## src/rtl/bram_port_arbiter.sv

```systemverilog
// Two-requester arbiter for a single BRAM port (PE controller vs. external host).
// One access per cycle, combinational grant, one-cycle read-valid tag per access.
// A bounded-burst counter hands the port to the waiting side after MAX_BURST
// back-to-back grants to the current owner.
module bram_port_arbiter #(
  parameter int unsigned ADDR_WIDTH = 10,
  parameter int unsigned DATA_WIDTH = 32,
  parameter int unsigned MAX_BURST  = 4
) (
  input  logic                  clk,
  input  logic                  rst,
  input  logic                  pe_run,
  input  logic                  pe_req,
  input  logic                  pe_we,
  input  logic [ADDR_WIDTH-1:0] pe_addr,
  input  logic [DATA_WIDTH-1:0] pe_wdata,
  output logic                  pe_gnt,
  output logic                  pe_rvalid,
  output logic [DATA_WIDTH-1:0] pe_rdata,
  input  logic                  ext_req,
  input  logic                  ext_we,
  input  logic [ADDR_WIDTH-1:0] ext_addr,
  input  logic [DATA_WIDTH-1:0] ext_wdata,
  output logic                  ext_gnt,
  output logic                  ext_rvalid,
  output logic [DATA_WIDTH-1:0] ext_rdata,
  output logic                  bram_en,
  output logic                  bram_we,
  output logic [ADDR_WIDTH-1:0] bram_addr,
  output logic [DATA_WIDTH-1:0] bram_wdata,
  input  logic [DATA_WIDTH-1:0] bram_rdata,
  output logic [1:0]            owner
);

  localparam int unsigned    CntW   = $clog2(MAX_BURST + 1);
  localparam logic [CntW-1:0] CntMax = CntW'(MAX_BURST);

  localparam logic [1:0] OwnIdle = 2'd0;
  localparam logic [1:0] OwnPe   = 2'd1;
  localparam logic [1:0] OwnExt  = 2'd2;

  logic [1:0]      owner_q, owner_d;
  logic [CntW-1:0] cnt_q, cnt_d;
  logic [1:0]      rd_tag_q, rd_tag_d;
  logic            pe_win, ext_win;
  logic            other_req;

  // Grant decision: owner keeps the port until the other side has waited MAX_BURST grants.
  always_comb begin
    pe_win  = 1'b0;
    ext_win = 1'b0;
    if (!rst) begin
      case (owner_q)
        OwnPe: begin
          if (pe_req && (!ext_req || cnt_q < CntMax)) pe_win = 1'b1;
          else if (ext_req)                           ext_win = 1'b1;
        end
        OwnExt: begin
          if (ext_req && (!pe_req || cnt_q < CntMax)) ext_win = 1'b1;
          else if (pe_req)                            pe_win  = 1'b1;
        end
        default: begin
          // From idle, pe_run breaks the tie.
          if (pe_req && (!ext_req || pe_run)) pe_win  = 1'b1;
          else if (ext_req)                   ext_win = 1'b1;
        end
      endcase
    end
  end

  // Ownership / burst-counter next state and per-access read tags.
  always_comb begin
    owner_d   = owner_q;
    cnt_d     = cnt_q;
    other_req = pe_win ? ext_req : pe_req;
    if (!pe_win && !ext_win) begin
      owner_d = OwnIdle;
      cnt_d   = '0;
    end else if ((pe_win && owner_q == OwnPe) || (ext_win && owner_q == OwnExt)) begin
      if (other_req) cnt_d = (cnt_q == CntMax) ? CntMax : cnt_q + CntW'(1);
      else           cnt_d = CntW'(1);
    end else begin
      owner_d = pe_win ? OwnPe : OwnExt;
      cnt_d   = CntW'(1);
    end
    rd_tag_d = {pe_win & ~pe_we, ext_win & ~ext_we};
  end

  // State registers with synchronous reset.
  always_ff @(posedge clk) begin
    if (rst) begin
      owner_q  <= OwnIdle;
      cnt_q    <= '0;
      rd_tag_q <= '0;
    end else begin
      owner_q  <= owner_d;
      cnt_q    <= cnt_d;
      rd_tag_q <= rd_tag_d;
    end
  end

  // BRAM command mux from the winner; all zero when nobody is granted.
  always_comb begin
    bram_we    = 1'b0;
    bram_addr  = '0;
    bram_wdata = '0;
    if (pe_win) begin
      bram_we    = pe_we;
      bram_addr  = pe_addr;
      bram_wdata = pe_wdata;
    end else if (ext_win) begin
      bram_we    = ext_we;
      bram_addr  = ext_addr;
      bram_wdata = ext_wdata;
    end
  end

  assign pe_gnt  = pe_win;
  assign ext_gnt = ext_win;
  assign bram_en = pe_win | ext_win;
  assign owner   = owner_q;

  // Gating with rst drops a read granted just before reset in the reset cycle itself.
  assign pe_rvalid  = rd_tag_q[1] & ~rst;
  assign ext_rvalid = rd_tag_q[0] & ~rst;
  assign pe_rdata   = bram_rdata;
  assign ext_rdata  = bram_rdata;

endmodule

```

## config.mk

```make
export PLATFORM = sky130hd
export DESIGN_NAME = bram_port_arbiter
export DESIGN_NICKNAME = d
export VERILOG_FILES = /design/src/rtl/bram_port_arbiter.sv
export SDC_FILE = /design/constraint.sdc
export NUM_CORES = 1
export LEC_CHECK = 0
export BUFFER_PORTS_ARGS = -buffer_cell sky130_fd_sc_hd__buf_2
export CORE_AREA = 2 2 91 93
export DETAILED_ROUTE_END_ITERATION = 6
export DIE_AREA = 0 0 93 95
export MAX_ROUTING_LAYER = met4
export PLACE_DENSITY = 0.54
export SYNTH_ARGS = -nofsm -noshare
export SYNTH_HDL_FRONTEND = slang
export SYNTH_SLANG_ARGS = --single-unit
```

## constraint.sdc

```tcl
create_clock -name clk -period 2.79 [get_ports clk]
set_clock_uncertainty 0.2 [all_clocks]
set_input_delay 0.1395 -clock clk [delete_from_list [all_inputs] [get_ports clk]]
set_output_delay 0.1395 -clock clk [all_outputs]
set_load 0.01 [all_outputs]
```

* Word-level counts from Yosys, hierarchy flattened
Index checks and enable logic that the tools add are counted.
Storage, ports and cells: flip-flop bits (word level) 7, output and inout port bits 114, word-level logic and storage cells 60
Operators by class: add/subtract/negate cells 1, $lt $le $gt $ge 1, equality and inequality tests 3, muxes and demuxes 23, bitwise logic cells 10, reduce and logical (&&, ||, !) cells 17
Operators by type and width (number):
- $mux W32 | 2
- $mux W10 | 2
- $mux W1 | 15
- $logic_and A1 B1 Y1 | 6
- $not A1 Y1 | 5
- $reduce_or A5 Y1 | 1
- $and A1 B1 Y1 | 4
- $logic_not A1 Y1 | 4
- $logic_or A1 B1 Y1 | 4
- $pmux W1 S2 | 2
- $reduce_or A4 Y1 | 1
- $add A3 B1 Y3 const B | 1
- $eq A3 B3 Y1 const B | 1
- $lt A3 B3 Y1 const B | 1
- $mux W3 | 1
- $eq A2 B1 Y1 const B | 1
- $eq A2 B2 Y1 const B | 1
- $mux W2 | 1
- $reduce_or A2 Y1 | 1
- $or A1 B1 Y1 | 1

* Depth between registers and ports, before layout
Gate-level depths: netlist of the first run.
word-level depth 10, gate-level depth with buffers 9, mapped depth without buffers 7

* Worst setup path after synthesis of the first run
OpenSTA, ideal clock, no wires.
path kind register -> output, start point reg owner_q[0], in the netlist owner[0], end point out bram_addr[0], data arrival time 2.161 ns, required time 2.451 ns, path slack 0.289 ns, stages on the path, launching flop included 10, cell sequence dfxtp_1 inv_1 ha_1 buf_2 nor4b_1 a211o_1 nor3_4 a211oi_4 buf_6 a22o_1
Between the ends: word-level cells in the longest chain between the ends 5, elaborated cells between the ends (all ways) 8
Ends and longest elaborated chain:
- start, declared | RTL line 42 | logic [1:0] owner_q, owner_d;
- start signal, assigned | RTL line 92 | owner_q <= OwnIdle;
- start signal, assigned | RTL line 96 | owner_q <= owner_d;
- $eq A2 B2 Y1 / $eq A2 B1 Y1 (equally long branches) | RTL line 53 | case (owner_q)
- $pmux W1 S2 | RTL line 53
- $mux W1 | RTL line 52 | if (!rst) begin
- $mux W10 | RTL line 111 | end else if (ext_win) begin
- $mux W10 * | RTL line 107 | if (pe_win) begin
- end, declared | RTL line 29 | output logic [ADDR_WIDTH-1:0] bram_addr,
Mark *: on every way between the ends. The rest lies on a longest branch, timed or not.

* Final worst setup path of the first run
start point reg owner_q[0], in the netlist owner[0], end point out bram_wdata[25]
Between the ends: word-level cells in the longest chain between the ends 5, elaborated cells between the ends (all ways) 8
Ends and longest elaborated chain:
- $eq A2 B2 Y1 / $eq A2 B1 Y1 (equally long branches) | RTL line 53
- $pmux W1 S2 | RTL line 53
- $mux W1 | RTL line 52
- $mux W32 | RTL line 111
- $mux W32 * | RTL line 107
- end, declared | RTL line 30 | output logic [DATA_WIDTH-1:0] bram_wdata,
Marks and branches as above.

==> results of run 1 <==
==> report_power, final <==
part | internal (uW) | switching (uW)
Sequential | 125 | 17.5
Clock | 99.3 | 48.8
Combinational | 564 | 584
Total | 788 | 650
==> metrics by stage <==
step	instance area (sq um)	hold slack (ns)
after floorplan	1460	0.0111
after global placement	1770	0.0791
after global routing	1930	0.0790
after CTS	1910	0.0791
after detailed placement	1770	0.0791
final	1930	0.0790
==> routing by layer <==
metal,global-route usage,part of all wire,up-vias
met1,0.125,0.39,709
li1,-,-,745
met3,0.0343,0.091,20
met2,0.169,0.49,70
met5,-,0,-
met4,0.0331,0.023,0
==> sequential cells by signal, summed over array words and instances, names as in the netlist <==
register	cells
cnt_q	3
owner	2
rd_tag_q	2
==> what timing repair did <==
action / 4_1_cts / 5_1_grt
hold endpoints to repair: 2 / 0
hold buffers: 2 / 0
gates resized for setup: 7 / 6
buffers inserted: 1 / 2
setup endpoints to repair: 43 / 43
pin swaps: 2 / 4
gates cloned: 1 / 0
==> worst paths after layout <==
| check | from | to | slack (ns) | cells past startpoint |
|---|---|---|---|---|
| setup / recovery | owner[0] | bram_wdata[25] | 0.12 | 10 |
| hold / removal | bram_rdata[13] | ext_rdata[13] | 0.08 | 0 |
| setup reg to reg | owner[0] | cnt_q[1] | 0.59 | 7 |
| hold reg to reg | owner[1] | owner[1] | 0.35 | 2 |
==> critical path, delay by kind of cell, from the launching register on <==
kind | cells | cell delay (ns)
and+or+nand+nor | 2 | 0.29
buffers and inverters | 4 | 0.53
DFF | 1 | 0.35
adders and majority gates | 1 | 0.33
AOI/OAI and AO/OA | 3 | 0.59
==> cell usage after synthesis (all sizes together) (2+ instances only) <==
| library cell | n |
|---|---|
| a211oi | 2 |
| a22o | 43 |
| nand2 | 3 |
| inv | 8 |
| a21bo | 2 |
| dfxtp | 7 |
| nor2b | 3 |
| o211a | 2 |
| a21oi | 2 |
| nor2 | 5 |
| nor3 | 2 |
| o21ai | 3 |
| ha | 4 |
| a21boi | 2 |
| buf | 74 |
==> logic make-up after synthesis <==
family                   after synthesis
buffers and inverters                 82
AO/OA/AOI/OAI                         63
AND/OR/NAND/NOR                       22
adder cells (fa/ha/maj)                4
flip-flops                             7
==> layout by cell type (no fill, tap or decap), types with 3 or more instances in the layout <==
cell      netlist  final
nor2b_1         3      3
inv_1           8      7
nor2_1          5      5
dfxtp_1         7      6
o21ai_0         3      3
a22o_1         43     43
buf_4          64      3
nand2_1         3      3
buf_2           6    140
clkbuf_8        0      3
==> layout make-up <==
class | count | area (sq um) | share of cell area
multi-input cells | 89 | 769 | 0.398
flip-flops and latches | 7 | 141 | 0.0731
repair buffers | 149 | 817 | 0.422
clock buffers | 4 | 45.0 | 0.0233
inverters | 8 | 30.0 | 0.0155
well taps | 105 | 131 | 0.0679
==> summary.txt, run 1 <==
Run status
  – Status: finished, final reports clean

Final layout
  – Final Util: 0.244
  – Antenna cell count: 0
  – Final Non-Filler Cells: ~360
  – Share of cells above drive strength 1: 0.619
  – Area Overhead vs Synth: 32.9%
  – FILL cells: 890
  – Fin nets: around 390

Critical path
  – Critical Path Start Type: register
  – CP Class: register to output pin
  – CP max FO: 21
  – Kind of end point of the critical path: output pin
  – Crit path DAT: approximately 2.3 ns
  – CP max stage cell: dfxtp_2
  – Crit path cell chain: inv_1 -> ha_4 -> nor2_1 -> a211o_1 -> nor3_4 -> a211oi_4 -> buf_4 -> buf_16 -> a22o_1 -> buf_2
  – Critical path required time: 2.45 ns
  – Crit-path max cell delay: between 0.3 and 0.4 ns

Placed design
  – Routability cong.: ~0.85
  – Post-Place Setup Slack: 0.148 ns
  – Port bufs: 140
  – Detailed placement HPWL: between 4 and 5 mm
  – DP Cell Count: about 350

Yosys
  – XOR/XNOR share of the synthesized area: 0
  – Net count after synthesis: around 310
  – Adder-Cell Fraction of Synth Area: 0.0344
  – Simple-Gate Fraction of Synth Area: 0.0929
  – Mapped Cells: ~180
  – Mux share of post-synthesis cell area: 0
  – Synth unique cells: 37
  – #FFs+latches synth: 7
  – Top area cells in the synthesized netlist: buf_4, a22o_1, dfxtp_1, ha_1, buf_6
  – Synth top area share: 0.330
  – Number of flops mapped to enable cells by yosys: 0
  – Synth warn: 0
  – Ys flop type: dfxtp_1
  – Synth area leader: buf_4
  – Sequential share of the synthesized area: 0.0963
  – Mapped Area: between 0.001 and 0.0015 sq mm
  – Syn Area/Cell: ~8 sq um
  – Synth Area in Compound Gates: 0.374
  – Main combinational cell family by area after synthesis: buffers and inverters
  – Fraction of registers with async set/reset: 0

Min path
  – Type of the tightest min-delay check: input port to output pin

Power and ir drop
  – Max VDD drop: between 0.0002 and 0.0003 V
  – LEAKAGE: ~0.0011 uW
  – Design Power: 1440 uW
  – P per Cell Area: 743 mW/mm^2

Global route
  – First-pass GRT wire length: slightly above 7 mm
  – Initial antenna violation count: 0
  – Pin count of the biggest net entering global routing: 46
  – Vias in the first global route: approximately 1.4k
  – Tot GR Track Use: 0.105
  – GRT overflow: 0

Die
  – I/O Pins: ~240
  – Initial core utilization: 0.184
  – Die area: 0.00884 sq mm
  – Die extent in x: 93 um
  – DIE HEIGHT: around 95 um
  – FP Rows: 33
  – Total core area: about 0.0079 sq mm

STA
  – Peak Freq: ~370 MHz
  – Slew headroom: 0.761
  – Total negative setup slack: 0 ns
  – Final min period: approximately 2.7 ns
  – Final setup margin: between 0.1 and 0.15 ns
  – Pin slew with the least headroom to its limit: 0.356 ns
  – Period utilization: 0.958
  – Fin. max-slew vios: 0
  – Hold Fails Final Rpt: 0
  – Setup repair after global routing missed its margin: no
  – Final setup fails: 0

Clocking
  – CTS tree: built
  – Clock buffer depth: 2
  – H-tree levels: 1
  – Root buffer cell: clkbuf_8
  – Worst-path clk slew: about 0.040 ns
  – Clock Sink Count: 7
  – Num CTS Buffers: 3
  – Clk Latency, worst-skew pair: 0.23 ns

Routing
  – Routed Antenna Nets: 0
  – Initial DRC count: 32
  – Drt first pass iters: 4
  – WL final: 5.42 mm
  – Wire per inst: between 10 and 15 um
  – Drt drc: 0
  – Via density: ~4.3
  – Vias: about 1.5k

Job
  – MaxCap Viol Count: 0
Power figures use the tool's default switching activity.
==> inputs of run 2 (changes only) <==
- clock period: 2.79 -> 2.6 ns (I/O delays scaled with it)
==> run 2 against run 1 <==
Against the previous run: the run now ends with negative setup slack left; first-iteration DRC count decreased by 13%; sequential power increased by 8%; worst setup slack got worse by 0.25 ns; non-clock buffer count increased by 18; register-to-register slack got worse by 0.45 ns; power increased by 26%; die area unchanged; highest routed layer unchanged.
==> summary.txt, run 2 (synthesized netlist as in run 1, its figures left out) <==
Run status
  – Status: complete, but fails checks
  – Violated checks: negative setup slack

STA
  – Final setup margin: -0.133 ns (-0.249 ns)
  – Final setup fails: 42 (+42)
  – Pin slew with the least headroom to its limit: 0.426 ns (+0.0703 ns)
  – Slew headroom: 0.714 (-0.0472)
  – Peak Freq: approximately 370 MHz
  – Period utilization: 1.05
  – Hold Fails Final Rpt: 0 (unchanged)
  – Final min period: roughly 2.7 ns
  – Total negative setup slack: -2.49 ns (-2.49 ns)
  – Fin. max-slew vios: 0 (unchanged)
  – Fin Hold WS: 0.0600 ns (-0.0190 ns)
  – Setup repair after global routing missed its margin: yes

Critical path
  – CP Class: register to output pin
  – Crit path DAT: 2.40 ns (+0.07 ns)
  – CP max FO: 6 (-71%)
  – Critical Path Start Type: register
  – Critical path required time: 2.27 ns (-0.18 ns)
  – Kind of end point of the critical path: output pin

Die
  – Total core area: 0.00793 sq mm (unchanged)
  – Die extent in x: 93 um (unchanged)
  – Initial core utilization: 0.184 (unchanged)
  – I/O Pins: 237 (unchanged)
  – FP Rows: 33 (unchanged)
  – DIE HEIGHT: 95 um (unchanged)
  – Die area: 0.00884 sq mm (unchanged)

Final layout
  – Area Overhead vs Synth: 49.4%
  – Antenna cell count: 0 (unchanged)
  – Max reg flops: 3 (unchanged)
  – Fin nets: 403 (+4.7%)
  – Commonest cells after routing, fill and taps aside: buf_2, a22o_1, buf_4
  – Share of cells above drive strength 1: 0.658 (+0.0395)
  – Most common cell after layout, fill and taps aside: buf_2
  – Top reg by flops: cnt_q
  – Final Non-Filler Cells: 380 (+5.0%)

Min path
  – Type of the tightest min-delay check: input port to output pin

Power and ir drop
  – Internal: 1040 uW (+32%)
  – Sequential fraction of design power: 0.085 (-0.014)
  – Combinational share of power: 0.828 (+0.030)
  – Sw frac: 0.428 (-0.0236)
  – Psw: 778 uW (+20%)
  – Max VDD drop: 0.000365 V (+32%)
  – LEAKAGE: 0.00120 uW (+11%)
  – Clk pwr share: 0.087 (-0.016)
  – P per Cell Area: 835 mW/mm^2 (+12%)

Clocking
  – Worst-path clk slew: 0.04 ns (about the same)
  – Clk Latency, worst-skew pair: 0.23 ns (about the same)
  – CTS tree: built
  – H-tree levels: 1 (unchanged)
  – Clock Sink Count: 7 (unchanged)
  – Num CTS Buffers: 3 (unchanged)
  – Clock buffer depth: 2 (unchanged)
  – Root buffer cell: clkbuf_8

Routing
  – Via density: 4.43 (+3.8%)
  – WL final: 6.27 mm (+16%)
  – Wire per inst: 16.5 um (+10%)
  – Routed Antenna Nets: 0 (unchanged)
  – Drt first pass iters: 4 (unchanged)
  – Vias: 1,682 (+8.9%)
  – Initial DRC count: 28 (-13%)
  – Drt drc: 0 (unchanged)

Global route
  – First-pass GRT wire length: 8.25 mm (+17%)
  – Initial antenna violation count: 0 (unchanged)
  – Tot GR Track Use: 0.123 (+0.0181)
  – Pin count of the biggest net entering global routing: 46 (unchanged)
  – GRT overflow: 0 (unchanged)
  – Vias in the first global route: 1,520 (+12%)

Placed design
  – Port bufs: 140 (unchanged)
  – DP Cell Count: 353 (+0.28%)
  – Detailed placement HPWL: 4.28 mm (about the same)
  – Routability cong.: 0.841 (-1.4%)

Job
  – MaxCap Viol Count: 0 (unchanged)
==> run 2: changes by cell type in the layout (fill, tap and decap cells not counted), sizes merged <==
cell	delta
buf	+17
clkbuf	+1
==> run 2: layer usage <==
metal	part of all wire	vias up	wire length, um	GRT usage
li1	-	784	-	-
met1	0.39	796	2420	0.149
met2	0.50	85	3150	0.205
met3	0.092	17	577	0.0319
met4	0.020	0	125	0.0319
met5	0	-	0	-
==> run 2: final timing paths <==
kind | slack, ns | startpoint | endpoint | cells after the start
max reg2reg | 0.14 | owner[0] | cnt_q[0] | 9
min reg2reg | 0.34 | cnt_q[0] | cnt_q[0] | 3
max | -0.13 | owner[0] | bram_we | 11
min | 0.06 | bram_rdata[13] | ext_rdata[13] | 0
==> run 2: worst max-delay path: stages, from the launching register on <==
cell and delay (ns):
dfxtp_2 0.34, buf_6 0.10, ha_4 0.15, a21bo_1 0.22, a211o_1 0.35, nor3_4 0.23
a211oi_4 0.06, buf_6 0.14, buf_12 0.13, buf_16 0.13, a22o_1 0.19, buf_2 0.13
==> run 2: area by class of cell <==
cell class,count,area (sq um)
Clock buffer,4,45.0
Inverter,8,32.5
Timing Repair Buffer,167,1040
Sequential cell,7,145
Fill cell,881,5750
Multi-Input combinational cell,89,776
Tap cell,105,131
==> run 2: what timing repair did <==
action | 4_1_cts | 5_1_grt
hold endpoints to repair | 2 | 0
pin swaps | 8 | 9
hold buffers | 2 | 0
cloned | 4 | 1
endpoints found under the setup margin | 43 | 43
gates resized for setup | 22 | 0
buffers inserted | 15 | 3
==> run 2: power by group through the flow <==
stage	logic (uW)	registers, uW	clock network (uW)
after floorplan	826	150	0
after global placement	1130	147	0
after detailed placement	1150	149	0
after CTS	1460	155	162
after global routing	1630	160	173
final	1500	154	157
==> run 2: per-stage QoR <==
| step | setup slack (ns) | instance area [sq um] | power [uW] | util |
|---|---|---|---|---|
| 3_5_place_dp | -0.0130 | 1790 | 1290 | 0.225 |
| 3_3_place_gp | 0.00908 | 1790 | 1280 | 0.225 |
| 6_report | -0.133 | 2170 | 1820 | 0.274 |
| 5_1_grt | -0.261 | 2170 | 1960 | 0.274 |
| 4_1_cts | -0.107 | 2170 | 1780 | 0.274 |
| 2_1_floorplan | 0.109 | 1460 | 976 | - |
